[config.mk]
export PLATFORM = sky130hd
export DESIGN_NAME = status_poller
export DESIGN_NICKNAME = d
export VERILOG_FILES = /design/src/rtl/status_poller.sv
export SDC_FILE = /design/constraint.sdc
export NUM_CORES = 1
export LEC_CHECK = 0
export ABC_AREA = 1
export BUFFER_PORTS_ARGS = -buffer_cell sky130_fd_sc_hd__buf_4
export CAP_MARGIN = 5
export CORE_ASPECT_RATIO = 2
export CORE_MARGIN = 10
export CORE_UTILIZATION = 43
export DETAILED_ROUTE_END_ITERATION = 8
export PLACE_DENSITY_LB_ADDON = 0.08
export REMOVE_ABC_BUFFERS = 1
export SKIP_CTS_REPAIR_TIMING = 1
export SYNTH_ARGS = -nofsm -noshare
export SYNTH_HDL_FRONTEND = slang
export SYNTH_SLANG_ARGS = --single-unit
[constraint.sdc]
create_clock -name clk -period 1.4 [get_ports clk]
set_input_delay 0.35 -clock clk [delete_from_list [all_inputs] [get_ports clk]]
set_output_delay 0.35 -clock clk [all_outputs]
set_load 0.05 [all_outputs]
[src/rtl/status_poller.sv]
// rtl/status_poller.sv - AXI4-Lite master polling busy/QSFP status registers
//
// Periodically reads register 0 (busy) and register 1 (QSFP) of a status
// slave and publishes the latest pair where both reads returned OKAY.
//
// Ports:
//   clk, resetn          clock, asynchronous active-low reset
//   enable               polling permitted
//   err_clear            pulse clearing rd_error / timeout_err
//   busy_status[1:0]     last good RDATA[1:0] of register 0
//   qsfp_status[1:0]     last good RDATA[1:0] of register 1
//   status_valid         a fully OKAY poll has completed
//   status_update        pulse when busy/qsfp are reloaded
//   rd_error             sticky: some RRESP != OKAY
//   timeout_err          sticky: some wait exceeded TIMEOUT_CYCLES
//   poll_count[15:0]     completed polls, wrapping
//   M_AXI_AR*/R*         read channels (one outstanding read)
//   M_AXI_AW*/W*/B*      write channels, tied off
module status_poller #(
    parameter logic [31:0] BASE_ADDR      = 32'h0000_0000,
    parameter int          POLL_CYCLES    = 250000,
    parameter int          TIMEOUT_CYCLES = 1024
) (
    input  logic        clk,
    input  logic        resetn,
    input  logic        enable,
    input  logic        err_clear,
    output logic [1:0]  busy_status,
    output logic [1:0]  qsfp_status,
    output logic        status_valid,
    output logic        status_update,
    output logic        rd_error,
    output logic        timeout_err,
    output logic [15:0] poll_count,
    output logic [31:0] M_AXI_ARADDR,
    output logic        M_AXI_ARVALID,
    output logic [2:0]  M_AXI_ARPROT,
    input  logic        M_AXI_ARREADY,
    input  logic [31:0] M_AXI_RDATA,
    input  logic [1:0]  M_AXI_RRESP,
    input  logic        M_AXI_RVALID,
    output logic        M_AXI_RREADY,
    output logic [31:0] M_AXI_AWADDR,
    output logic        M_AXI_AWVALID,
    output logic [2:0]  M_AXI_AWPROT,
    output logic [31:0] M_AXI_WDATA,
    output logic [3:0]  M_AXI_WSTRB,
    output logic        M_AXI_WVALID,
    output logic        M_AXI_BREADY
);

    localparam int TW = (POLL_CYCLES > 2) ? $clog2(POLL_CYCLES) : 1;
    localparam int CW = $clog2(TIMEOUT_CYCLES + 1);
    localparam logic [TW-1:0] TIMER_LOAD = TW'(POLL_CYCLES - 1);
    localparam logic [CW-1:0] TO_MAX     = CW'(TIMEOUT_CYCLES);
    localparam logic [CW-1:0] TO_LAST    = CW'(TIMEOUT_CYCLES - 1);

    localparam logic [2:0] ST_IDLE = 3'd0;
    localparam logic [2:0] ST_AR0  = 3'd1;
    localparam logic [2:0] ST_R0   = 3'd2;
    localparam logic [2:0] ST_AR1  = 3'd3;
    localparam logic [2:0] ST_R1   = 3'd4;
    localparam logic [2:0] ST_DONE = 3'd5;

    logic [2:0]    state_q, state_d;
    logic [TW-1:0] timer_q, timer_d;
    logic [CW-1:0] to_cnt_q, to_cnt_d;
    logic [1:0]    tmp_busy_q, tmp_busy_d;
    logic          bad0_q, bad0_d;
    logic [1:0]    busy_q, busy_d;
    logic [1:0]    qsfp_q, qsfp_d;
    logic          valid_q, valid_d;
    logic          update_q, update_d;
    logic          rd_err_q, rd_err_d;
    logic          to_err_q, to_err_d;
    logic [15:0]   count_q, count_d;

    logic waiting;
    logic rd_set;
    logic to_set;
    logic unused_rdata;

    assign unused_rdata = ^M_AXI_RDATA[31:2];

    assign waiting = (state_q == ST_AR0) || (state_q == ST_R0) ||
                     (state_q == ST_AR1) || (state_q == ST_R1);

    always_comb begin
        state_d    = state_q;
        timer_d    = timer_q;
        to_cnt_d   = to_cnt_q;
        tmp_busy_d = tmp_busy_q;
        bad0_d     = bad0_q;
        busy_d     = busy_q;
        qsfp_d     = qsfp_q;
        valid_d    = valid_q;
        update_d   = 1'b0;
        count_d    = count_q;
        rd_set     = 1'b0;
        to_set     = 1'b0;

        if (timer_q != '0) begin
            timer_d = timer_q - 1'b1;
        end

        case (state_q)
            ST_IDLE: begin
                if (enable && timer_q == '0) begin
                    state_d = ST_AR0;
                    timer_d = TIMER_LOAD;
                end
            end
            ST_AR0: if (M_AXI_ARREADY) state_d = ST_R0;
            ST_R0: begin
                if (M_AXI_RVALID) begin
                    state_d    = ST_AR1;
                    tmp_busy_d = M_AXI_RDATA[1:0];
                    bad0_d     = (M_AXI_RRESP != 2'b00);
                end
            end
            ST_AR1: if (M_AXI_ARREADY) state_d = ST_R1;
            ST_R1: begin
                // Results are committed on the R1 handshake so they are
                // visible during the single DONE cycle that follows.
                if (M_AXI_RVALID) begin
                    state_d = ST_DONE;
                    count_d = count_q + 16'd1;
                    if (!bad0_q && M_AXI_RRESP == 2'b00) begin
                        busy_d   = tmp_busy_q;
                        qsfp_d   = M_AXI_RDATA[1:0];
                        valid_d  = 1'b1;
                        update_d = 1'b1;
                    end else begin
                        rd_set = 1'b1;
                    end
                end
            end
            ST_DONE: state_d = ST_IDLE;
            default: state_d = ST_IDLE;
        endcase

        // Counter restarts on every state change; it saturates so the
        // sticky flag is set only once per stalled wait.
        if (state_d != state_q) begin
            to_cnt_d = '0;
        end else if (waiting && to_cnt_q != TO_MAX) begin
            to_cnt_d = to_cnt_q + 1'b1;
            to_set   = (to_cnt_q == TO_LAST);
        end

        // A new error in the same cycle as err_clear wins.
        rd_err_d = rd_set ? 1'b1 : (err_clear ? 1'b0 : rd_err_q);
        to_err_d = to_set ? 1'b1 : (err_clear ? 1'b0 : to_err_q);
    end

    always_ff @(posedge clk or negedge resetn) begin
        if (!resetn) begin
            state_q    <= ST_IDLE;
            timer_q    <= '0;
            to_cnt_q   <= '0;
            tmp_busy_q <= 2'b00;
            bad0_q     <= 1'b0;
            busy_q     <= 2'b00;
            qsfp_q     <= 2'b00;
            valid_q    <= 1'b0;
            update_q   <= 1'b0;
            rd_err_q   <= 1'b0;
            to_err_q   <= 1'b0;
            count_q    <= 16'd0;
        end else begin
            state_q    <= state_d;
            timer_q    <= timer_d;
            to_cnt_q   <= to_cnt_d;
            tmp_busy_q <= tmp_busy_d;
            bad0_q     <= bad0_d;
            busy_q     <= busy_d;
            qsfp_q     <= qsfp_d;
            valid_q    <= valid_d;
            update_q   <= update_d;
            rd_err_q   <= rd_err_d;
            to_err_q   <= to_err_d;
            count_q    <= count_d;
        end
    end

    // Channel controls decode straight from the state register, so an
    // asynchronous reset drops ARVALID/RREADY immediately.
    assign M_AXI_ARVALID = (state_q == ST_AR0) || (state_q == ST_AR1);
    assign M_AXI_RREADY  = (state_q == ST_R0) || (state_q == ST_R1);
    assign M_AXI_ARADDR  = (state_q == ST_AR0) ? BASE_ADDR :
                           (state_q == ST_AR1) ? (BASE_ADDR + 32'd4) : 32'd0;
    assign M_AXI_ARPROT  = 3'b000;

    assign M_AXI_AWADDR  = 32'd0;
    assign M_AXI_AWVALID = 1'b0;
    assign M_AXI_AWPROT  = 3'b000;
    assign M_AXI_WDATA   = 32'd0;
    assign M_AXI_WSTRB   = 4'b0000;
    assign M_AXI_WVALID  = 1'b0;
    assign M_AXI_BREADY  = 1'b1;

    assign busy_status   = busy_q;
    assign qsfp_status   = qsfp_q;
    assign status_valid  = valid_q;
    assign status_update = update_q;
    assign rd_error      = rd_err_q;
    assign timeout_err   = to_err_q;
    assign poll_count    = count_q;

endmodule
# ---- After elaboration in Yosys (flattened, before gate mapping)
# Index checks and enable logic that the tools add are counted.
dict set report op_classes {
  n_addsub 3
  eq_ne 7
  mux 24
  n_reduce_logical 20
}
# operator n
set ops {}
lappend ops {{$mux W18} 3}
lappend ops {{$mux W11} 2}
lappend ops {{$mux W3} 7}
lappend ops {{$logic_not A18 Y1} 1}
lappend ops {{$reduce_bool A18 Y1} 1}
lappend ops {{$sub A18 B1 Y18 const B} 1}
lappend ops {{$add A16 B1 Y16 const B} 1}
lappend ops {{$pmux W3 S5} 1}
lappend ops {{$add A11 B1 Y11 const B} 1}
lappend ops {{$eq A11 B10 Y1 const B} 1}
lappend ops {{$mux W1} 11}
lappend ops {{$ne A11 B11 Y1 const B} 1}
lappend ops {{$reduce_bool A2 Y1} 4}
lappend ops {{$eq A3 B2 Y1 const B} 2}
lappend ops {{$logic_or A1 B1 Y1} 5}
lappend ops {{$reduce_and A2 Y1} 2}
lappend ops {{$eq A3 B1 Y1 const B} 1}
lappend ops {{$eq A3 B3 Y1 const B} 1}
lappend ops {{$logic_and A1 B1 Y1} 3}
lappend ops {{$logic_not A3 Y1} 1}
lappend ops {{$ne A3 B3 Y1} 1}
lappend ops {{$reduce_and A3 Y1} 1}
lappend ops {{$logic_not A2 Y1} 1}
lappend ops {{$logic_not A1 Y1} 1}
dict set report totals {
  wordCells 66
  out_inout_bits 135
  regBits 59
  inputBits 40
}

# ---- Depth between registers and ports, before layout
# Gate-level depths: netlist of the first run.
dict set report depth {
  depth_word 8
  mapped_depth 12
  mapped_depth_nobuf 12
}

# ---- Least setup slack after synthesis of the first run
# Ideal clock, no wire load.
dict set report synth_timing {
  path_type {register to register}
  startpoint {reg state_q[0]}
  endpoint {reg to_cnt_q[10]}
  period_less_slack_ns 2.020
  path_stages_with_launch 10
  slack_ns -0.620
  setup_time_ns 0.119
  path_buffers 0
  t_required_ns 1.281
  t_arrival_ns 1.900
  path_cell_list {dfrtp_1 > inv_1 > nor2_1 > nand2_1 > nand2_1 > nor2_1 > nand3_1 > nand2_2 > nand2_4 > nor2_1}
}
dict set report synth_between {
  elab_chain_len 6
  elab_cells_between_ends 18
  classes_between {5 x eq/ne; 7 x mux; 6 x reduce/logical}
}
# element line
set synth_rtl {}
lappend synth_rtl {{start, declared} 65} ;# logic [2:0] state_q, state_d;
lappend synth_rtl {{start signal, assigned} 171} ;# state_q <= state_d;
lappend synth_rtl {{branches (longest 6 deep; another with $mux W11)} -}
lappend synth_rtl {{end signal, assigned} 173} ;# to_cnt_q <= to_cnt_d;
lappend synth_rtl {{end, declared} 67} ;# logic [CW-1:0] to_cnt_q, to_cnt_d;
# Several ways; the timed one is not identified.
# A chain may end at the register's enable or synchronous reset.

# ---- Final worst setup path of the first run
dict set report layout_timing {
  startpoint {reg state_q[0]}
  endpoint {out M_AXI_RREADY}
}
dict set report layout_between {
  elab_chain_len 2
  elab_cells_between_ends 3
  classes_between {2 x eq/ne; 1 x reduce/logical}
}
# element line
set layout_rtl {}
lappend layout_rtl {{$eq A3 B2 Y1 or $eq A3 B3 Y1 (tied branches)} 189} ;# assign M_AXI_RREADY = (state_q == ST_R0) || (state_q == ST_R1);
lappend layout_rtl {{$logic_or A1 B1 Y1 *} 189}
lappend layout_rtl {{end, declared} 42} ;# output logic M_AXI_RREADY,
# Mark *: on every way between the ends. The rest lies on a longest branch, timed or not.

==> results of run 1 <==
==> critical path, stage by stage, from the launching register on <==
cell,delay [ns]
dfrtp_2,0.44
nor2_4,0.20
nand2_2,0.09
buf_6,0.12
nand2_4,0.05
buf_8,0.14
==> where the power goes <==
part           switching (mW)  leakage (nW)  total [mW]  internal (mW)
Clock                   0.733         0.127        1.92           1.19
Sequential              0.169         0.744        2.10           1.93
Combinational            2.42          1.90        3.59           1.17
==> area by class of cell <==
type                            count  area (um2)
Sequential cell                    59        1480
Clock buffer                       13         240
Timing Repair Buffer              127        1060
Multi-Input combinational cell    371        2270
Clock inverter                      3        15.0
Fill cell                         782        3360
Inverter                           40         155
Tap cell                          100         125
==> through the flow <==
step                      setup TNS [ns]  power (mW)  utilization (%)
after floorplan                   -10.97        4.13                -
after global placement             -5.60        5.24             51.1
after detailed placement           -5.79        5.28             51.1
after CTS                          -7.49        7.24             54.0
after global routing              -10.52        8.05             61.4
final                              -5.41        7.62             61.4
==> logic make-up (layout without fill, tap and decap cells) <==
family | count (synthesis) | in the layout | synth area share [%]
DFF | 59 | 59 | 38.3
adders and majority gates | 5 | 5 | 1.62
buffers and inverters | 150 | 183 | 25.2
AOI/OAI and AO/OA | 23 | 23 | 3.34
and+or+nand+nor | 203 | 203 | 24.0
xor gates and xnor gates | 32 | 32 | 7.27
other | 2 | 108 | 0.195
==> per-layer routing <==
layer / up-vias / routed length [um] / track usage [%]
met4: 0 / 226 / 5.97
li1: 1536 / - / -
met1: 1506 / 3140 / 12.2
met5: - / 0 / 0
met2: 74 / 6110 / 28.6
met3: 14 / 607 / 3.54
==> worst max path at each step <==
stage                from         endpoint  cells past startpoint
5_1_grt        state_q[0]     M_AXI_RREADY                      5
4_1_cts        state_q[0]  M_AXI_ARADDR[2]                      4
6_report       state_q[0]     M_AXI_RREADY                      5
2_1_floorplan  state_q[0]     to_cnt_q[10]                      9
3_3_place_gp   timer_q[0]       timer_q[6]                     10
3_5_place_dp   timer_q[2]      timer_q[13]                      8
==> synthesized netlist by cell type, drive strengths merged, types with 2 or more instances <==
cell / count
buf: 110
nand2: 93
nor2: 62
dfrtp: 59
inv: 40
nand3: 24
xor2: 17
xnor2: 15
o21ai: 12
nand4: 11
nor3: 10
a21oi: 6
ha: 5
conb: 2
o22ai: 2
==> state kept, by name, indices dropped and copies added, names as in the netlist <==
register,cells
timer_q,18
busy_status,2
bad0_q,1
qsfp_status,2
to_cnt_q,11
poll_count,16
state_q,3
status_valid,1
status_update,1
timeout_err,1
tmp_busy_q,2
rd_error,1
==> flow_metrics.tcl, run 1 <==
set metrics [dict create \
    status "finished with violations" \
    violations "setup timing" \
    grt_max_degree 60 \
    synth_cells 474 \
    root_buffer "clkbuf_16" \
    port_buffers 36 \
    wl_per_cell_um 14.1 \
    cts_tree "yes" \
    wl_mm 10.1 \
    die_w_um 87.0 \
    drt-initial-drc-count 82 \
    mostFrequentLayoutCell "conb_1" \
    antennaDiodeCount 0 \
    gp_congestion 0.818 \
    hold_slack_ns 0.0121 \
    startpoint_type "flop" \
    mostFrequentLayoutCells "108 x conb_1, 103 x buf_4, 72 x nand2_1, 56 x dfrtp_1, 32 x inv_1" \
    vias 3130 \
    ys_top_cells_by_area "dfrtp_1 38%, buf_4 21%, nand2_1 8.7%, nor2_1 5.5%, xor2_1 3.9%" \
    fmaxAchievable_ghz 0.589 \
    fin_nets 653 \
    synth-main-ff-cell "dfrtp_1" \
    r2r-end "to_cnt_q[6]" \
    grt_first_pass_wirelength_mm 15.3 \
    cp_max_fo 4 \
    async_flop_share_pct 100 \
    ant_nets 0 \
    h-tree-depth 3 \
    worstPathRequired_ns 1.05 \
    ys_seq_elements 59 \
    antenna_found_initial 0 \
    post-dp-hpwl_mm 7.65 \
    maxSlewViolCount 0 \
    cts_max_path_buffers 2 \
    placed_area_um2 4450 \
    min_path_type "input port to async pin" \
    grt_usage_pct 14.2 \
    powerDensity_nw_per_um2 1420 \
    synth_top_area_share_pct 38.3 \
    drive_above_1_share_pct 39.5 \
    first_global_vias 3239 \
    setup_violations 44 \
    hold_viol_final 0 \
    route.detailed.drc 0 \
    reg2reg_slack_ns -0.21 \
    worstSkewPairLatency_ns 0.32 \
    ys_seq_area_share_pct 38.3 \
    dp_slack_ns -0.270 \
    min_period_ns 1.70 \
    die_h_um 154 \
    cts_buffers 9 \
    crit_path_end_kind "primary output" \
    syn_to_final_growth_pct 38.6 \
    overflow 0 \
    synth_edf_count 0 \
    path_class "flop to primary output" \
    fp.coreArea_um2 8710 \
    clock_skew_ns 0.00523 \
    fin_area_um2 5350 \
    dieArea_um2 13400 \
    cap_violations 0 \
    path_clk_slew_ns 0.05 \
    synth_area_um2 3860 \
    ys_types 33 \
    clock_sinks 59 \
    p_leak_nw 2.78 \
    setup_slack_ns -0.298 \
    dp.cells 687 \
    fin_cells 713 \
    finalCritPeriodShare_pct 121 \
    start_util_pct 44.3 \
    viasPerCell 4.39 \
    rows 48 \
    crit_arrival_ns 1.35 \
    rsz0062_at_grt "yes" \
    dr.pass1.iters 4 \
    ys.warnings.count 0 \
    ir_drop_uv 1060 \
    yosys.area.top_type "dfrtp_1" \
    syn-mean-instance-area_um2 8.14 \
    io_pins 175 \
    rr_startpoint "state_q[0]" \
    r2r_cells 8 \
]
No activity file was read; power rests on OpenSTA's default activity.
==> run 2, diff against run 1 <==
Settings changed: HOLD_SLACK_MARGIN set to 0.12.
==> run 2 against run 1 <==
The flow still finishes with violations (setup timing). Setup slack hardly changed. Power hardly changed. Global-route usage stayed put. Sequential share of layout area fell by 0.052 points. Maximum frequency about the same. Sequential cell count is the same.
==> flow_metrics.tcl, run 2 (synthesized netlist as in run 1, its figures left out) <==
set metrics [dict create \
    cap_violations 0 \
    hold_viol_final 0 \
    maxSlewViolCount 0 \
    hold_start "err_clear" \
    clkPwrFrac_pct 25.2 \
    antenna_found_initial 0 \
    postLayoutCoreUtil_pct 61.5 \
    mostFrequentLayoutCell "conb_1" \
    dieArea_um2 13400 \
    path_class "flop to primary output" \
    p_sw_mw 3.32 \
    setup_slack_ns -0.297 \
    ant_nets 0 \
    grt_usage_pct 14.2 \
    io_pins 175 \
    path_clk_slew_ns 0.05 \
    r2r-end "to_cnt_q[6]" \
    syn_to_final_growth_pct 38.9 \
    regMostFlops "timer_q" \
    reg2reg_slack_ns -0.21 \
    holdPathStages 2 \
    min_period_ns 1.70 \
    grt_first_pass_wirelength_mm 15.3 \
    vias 3136 \
    ir_drop_uv 1060 \
    worstSkewPairLatency_ns 0.32 \
    overflow 0 \
    clock_sinks 59 \
    cts_max_path_buffers 2 \
    total_power_mw 7.62 \
    status "finished with violations" \
    startpoint_type "flop" \
    root_buffer "clkbuf_16" \
    h-tree-depth 3 \
    holdPathEnd "timeout_err" \
    drt-initial-drc-count 91 \
    finalCritPeriodShare_pct 121 \
    crit_arrival_ns 1.35 \
    wl_mm 10.0 \
    fillCellCount 781 \
    cp_max_fo 4 \
    combPwrFrac_pct 47.2 \
    fp.coreArea_um2 8710 \
    powerDensity_nw_per_um2 1420 \
    viasPerCell 4.39 \
    port_buffers 36 \
    gp_congestion 0.818 \
    cts_buffers 9 \
    cts_tree "yes" \
    rr_startpoint "state_q[0]" \
    violations "setup timing" \
    antennaDiodeCount 0 \
    route.detailed.drc 0 \
    internal-power_mw 4.30 \
    p_sw_share_pct 43.6 \
    dp_slack_ns -0.270 \
    dr.pass1.iters 4 \
    crit_path_end_kind "primary output" \
    wl_per_cell_um 14.1 \
    min_path_type "input port to flop" \
    p_leak_nw 2.78 \
    seqPwrFrac_pct 27.6 \
    mostFrequentLayoutCells "108 x conb_1, 103 x buf_4, 72 x nand2_1, 56 x dfrtp_1, 32 x inv_1" \
    drive_above_1_share_pct 39.4 \
    first_global_vias 3239 \
    clock_skew_ns 0.00496 \
    die_h_um 154 \
    largest_reg_flops 18 \
    setup_tns_ns -5.38 \
    start_util_pct 44.3 \
    post-dp-hpwl_mm 7.65 \
    r2r_cells 8 \
    die_w_um 87.0 \
    hold_slack_ns 0.206 \
    rows 48 \
    grt_max_degree 60 \
    worstPathRequired_ns 1.05 \
    fmaxAchievable_ghz 0.589 \
    setup_violations 44 \
    fin_nets 654 \
    rsz0062_at_grt "yes" \
]
-- run 2: worst max path at each step --
stage	startpoint	endpoint	cells past startpoint
6_report	state_q[0]	M_AXI_RREADY	5
5_1_grt	state_q[0]	M_AXI_RREADY	5
4_1_cts	state_q[0]	M_AXI_ARADDR[2]	4
3_5_place_dp	timer_q[2]	timer_q[13]	8
3_3_place_gp	timer_q[0]	timer_q[6]	10
2_1_floorplan	state_q[0]	to_cnt_q[10]	9
-- run 2: stage by stage --
step	cell area [um2]	cells
floorplan	3430	470
global placement	4450	687
detailed placement	4450	687
CTS	4700	703
global route	5360	714
finish	5360	714
-- run 2: critical path: stages (launching register included) --
cell	delay (ns)
dfrtp_2	0.44
nor2_4	0.20
nand2_2	0.09
buf_6	0.12
nand2_4	0.05
buf_8	0.14
-- run 2: cell type report --
type	instances	area, um2	area share, %
sequential	59	1480	27.6
inverter	40	155	2.90
clock inverter	3	15.0	0.280
multi-input combinational	371	2270	42.3
timing repair buffer	128	1070	20.0
clock buffer	13	240	4.48
tap	100	125	2.34
-- run 2: per-layer routing --
layer | GRT usage, % | part of all wire, % | up-vias
met3 | 3.54 | 6.2 | 16
li1 | - | - | 1539
met2 | 28.6 | 61 | 76
met5 | 0 | 0 | -
met4 | 5.97 | 2.4 | 0
met1 | 12.2 | 31 | 1505
-- run 2: power by group through the flow --
stage	Sequential (mW)	Clock, mW	Combinational [mW]
2_1_floorplan	2.53	0	1.60
3_3_place_gp	2.11	0	3.13
3_5_place_dp	2.12	0	3.16
4_1_cts	2.09	1.98	3.17
5_1_grt	2.14	2.04	3.87
6_report	2.10	1.92	3.59
==> run 3, diff against run 2 <==
Settings changed: CORE_MARGIN 10 to 1.5.
==> run 3 against run 2 <==
The flow still finishes with violations (setup timing). Clock-buffer cell count rose by 1. Sequential cell count unchanged. Setup slack lost 0.026 ns. Routed wire length down 13%. Global-route usage up 3.0 points. Combinational power grew 4%. Utilization is 0.33 points higher. Die area is 28% lower. Critical endpoint unchanged. Largest cell class unchanged. Highest routed layer unchanged.
==> flow_metrics.tcl, run 3 (synthesized netlist as in run 1, its figures left out) <==
set metrics [dict create \
    cp_max_fo 4 \
    seq_area_um2 1480 \
    min_period_ns 1.72 \
    dr.pass1.iters 4 \
    postLayoutCoreUtil_pct 61.8 \
    regMostFlops "timer_q" \
    antenna_found_initial 0 \
    fin_nets 651 \
    min_path_type "input port to flop" \
    cts_max_path_buffers 2 \
    grt_first_pass_wirelength_mm 12.8 \
    wl_mm 8.78 \
    dieArea_um2 9580 \
    slowest_delay_ns 0.44 \
    gp_congestion 0.860 \
    path_clk_slew_ns 0.05 \
    viasPerCell 4.39 \
    vias 3115 \
    syn_to_final_growth_pct 38.7 \
    cts_buffers 9 \
    post-dp-hpwl_mm 6.57 \
    critPathBufInv 2 \
    setup_slack_ns -0.323 \
    path_class "flop to primary output" \
    powerDensity_nw_per_um2 1480 \
    cap_violations 0 \
    setup_violations 42 \
    crit_path_end_kind "primary output" \
    hold_viol_final 0 \
    worstPathRequired_ns 1.05 \
    status "finished with violations" \
    critPathTopFamily "flip-flops" \
    first_global_vias 2918 \
    p_leak_nw 2.73 \
    startpoint_type "flop" \
    rows 48 \
    multiInputGateArea_um2 2230 \
    rsz0062_at_grt "yes" \
    grt_usage_pct 17.2 \
    worstSkewPairLatency_ns 0.33 \
    fp.coreArea_um2 8650 \
    route.detailed.drc 0 \
    fillCellCount 801 \
    cts_tree "yes" \
    cp_slowest_cell "dfrtp_2" \
    maxSlewViolCount 0 \
    start_util_pct 44.6 \
    crit_chain "nor2_4 > nand2_2 > buf_6 > nand2_4 > buf_8" \
    ir_drop_uv 1550 \
    mostFrequentLayoutCell "conb_1" \
    root_buffer "clkbuf_16" \
    drive_above_1_share_pct 38.7 \
    clock_sinks 59 \
    antennaDiodeCount 0 \
    die_h_um 137 \
    h-tree-depth 3 \
    wl_per_cell_um 12.4 \
    port_buffers 36 \
    clock_skew_ns 0.00661 \
    crit_arrival_ns 1.37 \
    ant_nets 0 \
    hold_slack_ns 0.198 \
    drt-initial-drc-count 98 \
    mostFrequentLayoutCells "108 x conb_1, 98 x buf_4, 72 x nand2_1, 55 x dfrtp_1, 36 x nor2_1" \
    finalCritPeriodShare_pct 123 \
    fmaxAchievable_ghz 0.580 \
    grt_max_degree 25 \
    overflow 0 \
    io_pins 175 \
    violations "setup timing" \
    largest_reg_flops 18 \
    die_w_um 70.0 \
]
## run 3: worst reg2reg max path, stage by stage (launching register included)
cell and delay [ns]:
dfrtp_1 0.38, inv_2 0.08, ha_4 0.14, inv_4 0.04
nor2_4 0.10, nand3_2 0.10, nor2_4 0.16, nand3_2 0.10
nand3_2 0.10, nand2_4 0.10, nand2_8 0.15, nor2_1 0.06
## run 3: final timing paths
kind / start / to / slack (ns) / depth (start not counted)
setup reg to reg: timer_q[1] / to_cnt_q[3] / -0.22 / 11
setup / recovery: state_q[0] / M_AXI_RREADY / -0.32 / 5
min in group asynchronous: resetn / timer_q[6] / 0.44 / 2
hold / removal: err_clear / timeout_err / 0.20 / 2
max in group asynchronous: resetn / state_q[2] / 0.51 / 3
hold reg to reg: qsfp_status[1] / qsfp_status[1] / 0.47 / 2
## run 3: power breakdown
| group | total (mW) | leakage, nW | switching (mW) | internal (mW) |
|---|---|---|---|---|
| combinational | 3.73 | 1.85 | 2.46 | 1.26 |
| clock | 2.08 | 0.135 | 0.751 | 1.33 |
| sequential | 2.11 | 0.743 | 0.178 | 1.93 |
| total | 7.93 | 2.73 | 3.39 | 4.53 |
## run 3: through the flow
| step | power, mW | TNS [ns] | cells | area (um2) | setup slack [ns] |
|---|---|---|---|---|---|
| 2_1_floorplan | 4.13 | -10.97 | 470 | 3430 | -0.620 |
| 3_3_place_gp | 5.25 | -5.47 | 684 | 4440 | -0.261 |
| 3_5_place_dp | 5.28 | -5.56 | 684 | 4440 | -0.285 |
| 4_1_cts | 7.39 | -7.40 | 699 | 4720 | -0.387 |
| 5_1_grt | 8.35 | -10.48 | 710 | 5350 | -0.371 |
| 6_report | 7.93 | -6.47 | 710 | 5350 | -0.323 |
## run 3: area by class of cell
| class | count | share of cell area [%] |
|---|---|---|
| inverter | 40 | 3.02 |
| clock buffer | 14 | 5.12 |
| sequential | 59 | 27.7 |
| multi-input combinational | 371 | 41.7 |
| timing repair buffer | 125 | 20.0 |
| tap | 100 | 2.34 |
| clock inverter | 1 | 0.140 |
## run 3: layer usage
metal	vias to the layer above	GRT usage (%)	part of all wire, %
met1	1484	15.1	32
met4	0	8.12	2.3
met5	-	0	0
met2	94	35.1	62
li1	1524	-	-
met3	13	4.12	3.8
